==> src/rtl/pipe_ctrl_pkg.sv <==
// Shared types and constants for the pipeline sequencer.
// Latency: n/a (declarations only).
// Backpressure: n/a.
package pipe_ctrl_pkg;

    typedef enum logic {
        PCTRL_RUN      = 1'b0,
        PCTRL_MDU_WAIT = 1'b1
    } pctrl_state_e;

    localparam logic [4:0] ZERO_REG = 5'd0;
    localparam int         TMO_W    = 16;

    typedef struct packed {
        logic pc_load;
        logic pc_hold;
        logic if_id_hold;
        logic if_id_flush;
        logic id_ex_hold;
        logic id_ex_flush;
        logic ex_mem_bubble;
        logic mdu_start;
        logic mdu_err;
    } ctrl_t;

    // Full freeze of PC, IF/ID and ID/EX with a NOP pushed into EX/MEM.
    function automatic ctrl_t ctrl_freeze_all(input ctrl_t c);
        ctrl_t r;
        r               = c;
        r.pc_hold       = 1'b1;
        r.if_id_hold    = 1'b1;
        r.id_ex_hold    = 1'b1;
        r.ex_mem_bubble = 1'b1;
        return r;
    endfunction

endpackage

==> src/rtl/pipe_ctrl_load_use_det.sv <==
// Load-use hazard detector: EX load whose destination is read by the ID instruction.
// Latency: combinational.
// Backpressure: none; pure decode of register addresses.
import pipe_ctrl_pkg::*;

module load_use_det (
    input  logic       ex_mem_re,
    input  logic [4:0] ex_rd_addr,
    input  logic [4:0] id_rs1_addr,
    input  logic [4:0] id_rs2_addr,
    input  logic       id_rs1_used,
    input  logic       id_rs2_used,
    output logic       hazard
);

    logic rs1_hit;
    logic rs2_hit;

    assign rs1_hit = id_rs1_used && (id_rs1_addr == ex_rd_addr);
    assign rs2_hit = id_rs2_used && (id_rs2_addr == ex_rd_addr);

    // x0 is never written, so a load into it cannot create a dependency.
    assign hazard = ex_mem_re && (ex_rd_addr != ZERO_REG) && (rs1_hit || rs2_hit);

endmodule

==> src/rtl/pipe_ctrl.sv <==
// Pipeline sequencer: jump/hold/load-use/MDU requests to PC and pipe-register controls.
// Latency: controls are combinational same-cycle; state, timeout and stall counter are registered.
// Backpressure: holds freeze upstream stages; MDU wait stalls until done or timeout abort.
import pipe_ctrl_pkg::*;

module pipe_ctrl #(
    parameter int MDU_TIMEOUT = 64,
    parameter int CNT_W       = 32
) (
    input  logic             clk,
    input  logic             rst_n,
    input  logic             jump_en_i,
    input  logic [31:0]      jump_addr_i,
    input  logic             hold_flag_i,
    input  logic             mdu_req_i,
    input  logic             mdu_done_i,
    input  logic             ex_mem_re_i,
    input  logic [4:0]       ex_rd_addr_i,
    input  logic [4:0]       id_rs1_addr_i,
    input  logic [4:0]       id_rs2_addr_i,
    input  logic             id_rs1_used_i,
    input  logic             id_rs2_used_i,
    output logic             pc_load_o,
    output logic [31:0]      pc_load_addr_o,
    output logic             pc_hold_o,
    output logic             if_id_hold_o,
    output logic             if_id_flush_o,
    output logic             id_ex_hold_o,
    output logic             id_ex_flush_o,
    output logic             ex_mem_bubble_o,
    output logic             mdu_start_o,
    output logic             mdu_err_o,
    output logic [CNT_W-1:0] stall_cnt_o
);

    localparam logic [TMO_W-1:0] TMO_LAST = TMO_W'(MDU_TIMEOUT - 1);

    pctrl_state_e     state;
    pctrl_state_e     state_nxt;
    logic [TMO_W-1:0] tmo_cnt;
    logic [TMO_W-1:0] tmo_cnt_nxt;
    logic             hazard;
    ctrl_t            ctl;

    load_use_det u_load_use_det (
        .ex_mem_re   (ex_mem_re_i),
        .ex_rd_addr  (ex_rd_addr_i),
        .id_rs1_addr (id_rs1_addr_i),
        .id_rs2_addr (id_rs2_addr_i),
        .id_rs1_used (id_rs1_used_i),
        .id_rs2_used (id_rs2_used_i),
        .hazard      (hazard)
    );

    always_comb begin
        ctl         = '0;
        state_nxt   = state;
        tmo_cnt_nxt = tmo_cnt;
        case (state)
            PCTRL_RUN: begin
                if (jump_en_i) begin
                    ctl.pc_load     = 1'b1;
                    ctl.if_id_flush = 1'b1;
                    ctl.id_ex_flush = 1'b1;
                end else if (mdu_req_i) begin
                    ctl           = ctrl_freeze_all(ctl);
                    ctl.mdu_start = 1'b1;
                    state_nxt     = PCTRL_MDU_WAIT;
                    tmo_cnt_nxt   = '0;
                end else if (hold_flag_i) begin
                    ctl = ctrl_freeze_all(ctl);
                end else if (hazard) begin
                    ctl.pc_hold     = 1'b1;
                    ctl.if_id_hold  = 1'b1;
                    ctl.id_ex_flush = 1'b1;
                end
            end
            PCTRL_MDU_WAIT: begin
                if (mdu_done_i) begin
                    state_nxt = PCTRL_RUN;
                end else if (tmo_cnt == TMO_LAST) begin
                    // Abort: drop the stuck instruction by bubbling EX/MEM and release the pipe.
                    ctl.mdu_err       = 1'b1;
                    ctl.ex_mem_bubble = 1'b1;
                    state_nxt         = PCTRL_RUN;
                end else begin
                    ctl         = ctrl_freeze_all(ctl);
                    tmo_cnt_nxt = tmo_cnt + 16'd1;
                end
            end
            default: state_nxt = PCTRL_RUN;
        endcase
    end

    always_ff @(posedge clk or negedge rst_n) begin
        if (!rst_n) begin
            state       <= PCTRL_RUN;
            tmo_cnt     <= '0;
            stall_cnt_o <= '0;
        end else begin
            state   <= state_nxt;
            tmo_cnt <= tmo_cnt_nxt;
            if (ctl.pc_hold) begin
                stall_cnt_o <= stall_cnt_o + CNT_W'(1);
            end
        end
    end

    assign pc_load_o       = ctl.pc_load;
    assign pc_load_addr_o  = ctl.pc_load ? jump_addr_i : 32'd0;
    assign pc_hold_o       = ctl.pc_hold;
    assign if_id_hold_o    = ctl.if_id_hold;
    assign if_id_flush_o   = ctl.if_id_flush;
    assign id_ex_hold_o    = ctl.id_ex_hold;
    assign id_ex_flush_o   = ctl.id_ex_flush;
    assign ex_mem_bubble_o = ctl.ex_mem_bubble;
    assign mdu_start_o     = ctl.mdu_start;
    assign mdu_err_o       = ctl.mdu_err;

endmodule

==> config.mk <==
export PLATFORM = sky130hd
export DESIGN_NAME = pipe_ctrl
export DESIGN_NICKNAME = d
export VERILOG_FILES = /design/src/rtl/pipe_ctrl_pkg.sv /design/src/rtl/pipe_ctrl_load_use_det.sv /design/src/rtl/pipe_ctrl.sv
export SDC_FILE = /design/constraint.sdc
export NUM_CORES = 1
export LEC_CHECK = 0
export BUFFER_PORTS_ARGS = -buffer_cell sky130_fd_sc_hd__buf_2
export CAP_MARGIN = 20
export CORE_ASPECT_RATIO = 1.5
export CORE_MARGIN = 2
export CORE_UTILIZATION = 40
export CTS_BUF_LIST = sky130_fd_sc_hd__clkbuf_8
export DETAILED_ROUTE_END_ITERATION = 7
export GPL_ROUTABILITY_DRIVEN = 1
export PLACE_DENSITY = 0.7
export SYNTH_ARGS = -nofsm -noshare
export SYNTH_HDL_FRONTEND = slang
export SYNTH_SLANG_ARGS = --single-unit
==> constraint.sdc <==
create_clock -name clk -period 2.8 [get_ports clk]
set_input_delay 0.28 -clock clk [delete_from_list [all_inputs] [get_ports clk]]
set_output_delay 0.28 -clock clk [all_outputs]
set_load 0.02 [all_outputs]
After elaboration in Yosys (flattened, before gate mapping)
Index checks and enable logic that the tools add are counted.

operators by class
  $add $sub $neg = 2
  $mul = 0
  div/mod/pow operators = 0
  magnitude comparators = 0
  equality and inequality tests = 7
  shift operators = 0
  muxes and demuxes = 28
  bitwise operators = 1
  reductions and logical operators = 7

operators by type and width
  operator                                        number
  two-way mux 16 bit                              4
  adder 32 x 1 -> 32 bit, second input constant   1
  two-way mux 32 bit                              1
  one-hot mux 16 bit (2 select lines)             1
  one-hot mux 9 bit (2 select lines)              1
  adder 16 x 1 -> 16 bit, second input constant   1
  == test 16 x 6 -> 1 bit, second input constant  1
  two-way mux 8 bit                               2
  two-way mux 1 bit                               12
  == test 5 bit                                   2
  != test 2 bit, second input constant            4
  two-way mux 2 bit                               3
  two-way mux 3 bit                               2
  two-way mux 5 bit                               1
  nonzero test 5 bit                              1
  logical AND 1 bit                               4
  AND reduction 4 bit                             1
  one-hot mux 1 bit (2 select lines)              1
  logical OR 1 bit                                1
  NOT 1 bit                                       1

word-level totals
  bits in registers = 49
  latch bits = 0
  bits in writable memories = 0
  bits in read-only memories = 0
  input port bits = 56
  output and inout bits = 73
  word-level logic and storage cells = 48
  memories kept = 0

Logic depth before layout (Yosys ltp)
  depth after elaboration = 10
  gate-level depth with buffers = 9
  mapped depth without buffers = 7

By module
A second synthesis with hierarchy kept.

unflattened totals
  cells, all modules = 305
  area, all modules = 2905.3 µm²

by module, submodules not included
  module        instances  cells each  area an instance (µm²)  seq. area each (µm²)
  pipe_ctrl     1          288         2771.4                  1226.2
  load_use_det  1          17          133.9                   0.0

Worst setup path after synthesis
Ideal clock, no wire load.

  kind = register to output
  start = reg tmo_cnt[0]
  end = out pc_hold_o
  arrival = 1.898 ns
  required time = 2.520 ns
  setup slack = 0.622 ns
  cell stages (with the launch flop) = 9
  buffers on the path = 3
  cells stage by stage = dfrtp_1 ha_1 nor4b_2 nand4_1 and2_1 buf_2 a211o_4 buf_6 buf_4

on the way
  word-level cells in the longest chain between the ends = 4

RTL lines
  element                             line              source
  from (decl)                         pipe_ctrl.sv:40   logic [TMO_W-1:0] tmo_cnt;
  from (signal assigned)              pipe_ctrl.sv:102  tmo_cnt <= tmo_cnt_nxt;
  == test 16 x 6 -> 1 bit             pipe_ctrl.sv:81   end else if (tmo_cnt == TMO_LAST) begin
  two-way mux 5 bit                   pipe_ctrl.sv:81
  two-way mux 8 bit                   pipe_ctrl.sv:79   if (mdu_done_i) begin
  one-hot mux 9 bit (2 select lines)  pipe_ctrl.sv:59   case (state)
  to (decl)                           pipe_ctrl.sv:25   output logic pc_hold_o,

Every way passes these cells.

Worst setup path in the final report
Same ends and word-level chain as after synthesis.

==> flow_summary.ini <==
[synth]
synthFlopType = dfrtp_1
synth_cells = 284
synth-edff-count = 0
yosys-top-cells-count = dfrtp_1 (49), xnor2_1 (44), and2_1 (38)
synthTopCellsByArea = dfrtp_1 (45%), xnor2_1 (14%), and2_1 (8.7%), nand4_1 (5.3%), nand2_1 (3.6%)
seq_area_frac_synth_pct = 44.93
synthesis.nets = 342
synthArstFlopShare_pct = 100.0
post-synth-top-area-cell = dfrtp_1
syn_area_per_cell_um2 = 9.609
synthesis.area_mm2 = 0.002729
synth.most_common_cell = dfrtp_1
yosysUniqueCellTypes = 30
synth-seq-cells = 49
synth_top_area_share_pct = 44.93
ys_warn_count = 0

[drt]
via_count = 2486
drt_pass1_iterations = 4
viasPerCell = 5.094
drc = 0
drt_wl_total_um = 7021
ant_nets = 0
routedWlPerCell_um = 14.39
drt_iter0_markers = 98

[clock_tree]
cts_resized = 0
clk_pin_slew_ps = 90
clockBufferDepth = 2
cts_root_buf = clkbuf_8
cts_setup_buffers = 0
cts_tree = yes
numCtsBuffers = 5
cts.sinks = 49
clk_latency_ps = 300
h-tree-depth = 2

[placed_design]
place_ws_ps = 482.3
hpwl_um = 5198
gp_congestion = 0.8165
portBuffers = 128

[global_routing]
antenna_found_initial = 0
grt_pass1_wl_um = 10610
overflow = 0
grt_usage_pct = 17.76
grt_max_degree = 50
grt_pass1_vias = 2241

[outcome]
status = complete, no violations

[setup_path]
slowest_delay_ps = 430
critPathMaxFanout = 17
cp-start-kind = flip-flop
cp-end-kind = primary output
reg2regPathDepth = 6
critical_path_class = flip-flop to primary output
critPathSlowestCell = dfrtp_1
worstPathRequired_ps = 2520
cp.arrival_ps = 2290
critical_path.cell_chain = ha_1 -> nor4b_2 -> nand4_1 -> and2_1 -> a211o_4 -> buf_2

[finish]
n_fill_cell = 596
area_delta_synth_final_pct = 30.31
diodes = 0
drive_gt1_share_pct = 34.71
nets = 469
final_core_util_pct = 54.44
regArea_mm2 = 0.001226
multiInputGateArea_mm2 = 0.001425

[power]
powerDensity_mw_per_mm2 = 502.1
ir_worst_vdd_mv = 0.4598
p_sw_uw = 557.1
cellLeakagePower_nw = 1.830
seqPwrFrac_pct = 46.3
internal_power_mw = 1.228
netSwitchingFraction_pct = 31.20
combPwrFrac_pct = 25.1
p_clk_share_pct = 28.7

[sta]
slew_headroom_pct = 52.75
finalHoldViolations = 0
min_period_over_period_pct = 91.84
rsz0062_at_grt = no
fmax_ghz = 0.3889
setup-tns-final_ps = 0
final.setup.worst_slack_ps = 228.4
finClkSkew_ps = 7.026
setup_viol = 0
min_period_ps = 2572
slew_violations = 0
tightest_slew_ps = 708.7

[floorplanning]
ios = 129
start_util_pct = 41.78
fp.dieW_um = 71.44
die_area_mm2 = 0.007513
die_h_um = 105.2
core_area_mm2 = 0.006531
rows = 36

[run]
cap_violations = 0

[worst_hold_path]
hold_class = primary input to async pin
[per-layer routing]
metal	global-route usage (%)	routed length [µm]	up-vias
met3	8.004	948	10
met5	0	0	-
met4	5.256	87	0
li1	-	-	1213
met2	30.16	3407	130
met1	19.64	2578	1133
[state kept, by name, indices dropped and copies added (netlist names)]
register,count
tmo_cnt,16
stall_cnt_o,32
state,1
[logic make-up (layout without fill, tap and decap cells)]
group                      Yosys count  after routing  share of synthesized area, %
buffers and inverters               15            142                         3.209
and+or+nand+nor                    153            153                         30.54
adders and majority gates            2              2                        0.9169
AOI/OAI and AO/OA                    9             10                         2.247
xor gates and xnor gates            54             54                         17.33
muxes                                2              2                        0.8253
DFF                                 49             49                         44.93
[stage by stage]
stage	hold WS, ps	total power [mW]	std cells	area (µm²)
2_1_floorplan	-15.59	1.119	284	2729
3_3_place_gp	461.0	1.275	477	3400
3_5_place_dp	460.8	1.283	477	3400
4_1_cts	212.8	1.796	485	3516
5_1_grt	465.3	1.881	488	3556
6_report	439.6	1.786	488	3556
[power by group through the flow]
stage | registers, mW | clock network [mW] | logic, mW
detailed placement | 0.842 | 0 | 0.441
global placement | 0.839 | 0 | 0.436
floorplan | 0.883 | 0 | 0.236
global route | 0.838 | 0.552 | 0.490
finish | 0.826 | 0.512 | 0.447
CTS | 0.828 | 0.524 | 0.443
[worst max-delay path, delay by kind of cell, from the launching register on]
family / cells / cell delay [ps]
AND/OR/NAND/NOR: 3 / 700
buffers and inverters: 1 / 200
adder cells (fa/ha/maj): 1 / 260
flip-flops: 1 / 430
AO/OA/AOI/OAI: 1 / 410
[cells in the final DEF (no fill, tap or decap), drive strengths merged]
master       count
nand2b           3
dfrtp           49
nand3           13
buf            131
o22ai            1
nor2            20
xnor2           44
and3            10
and2            38
nor3            10
or4              1
o21ai            3
o21a             1
nor4             1
and4             4
nand4           23
inv              3
dlygate4sd3      1
nor2b            2
nand2           26
or3              1
xor2            10
a21oi            3
clkbuf           6
a211o            2
ha               2
mux2             2
nor4b            1
bufinv           1
[worst paths after layout]
check,from,to,slack (ps)
worst max register to register,tmo_cnt[0],stall_cnt_o[1],600
worst min register to register,stall_cnt_o[31],stall_cnt_o[31],480
max in group asynchronous,rst_n,tmo_cnt[2],1850
worst min-delay path,rst_n,tmo_cnt[15],440
worst max-delay path,tmo_cnt[0],pc_hold_o,230
min in group clk,stall_cnt_o[31],stall_cnt_o[31],480
[timing repair]
| action | in CTS | in global routing |
|---|---|---|
| endpoints found under the setup margin | 0 | 2 |
| hold buffers | 0 | 1 |
| endpoints found under the hold margin | 0 | 17 |
[cell type report]
cell class,instances,share of cell area (%)
Clock inverter,2,0.9500
Sequential cell,49,34.48
Multi-Input combinational cell,221,40.08
Clock buffer,6,2.322
Tap cell,76,2.674
Timing Repair Buffer,132,19.28
Inverter,2,0.2111
(Power assumes the default switching activity.)
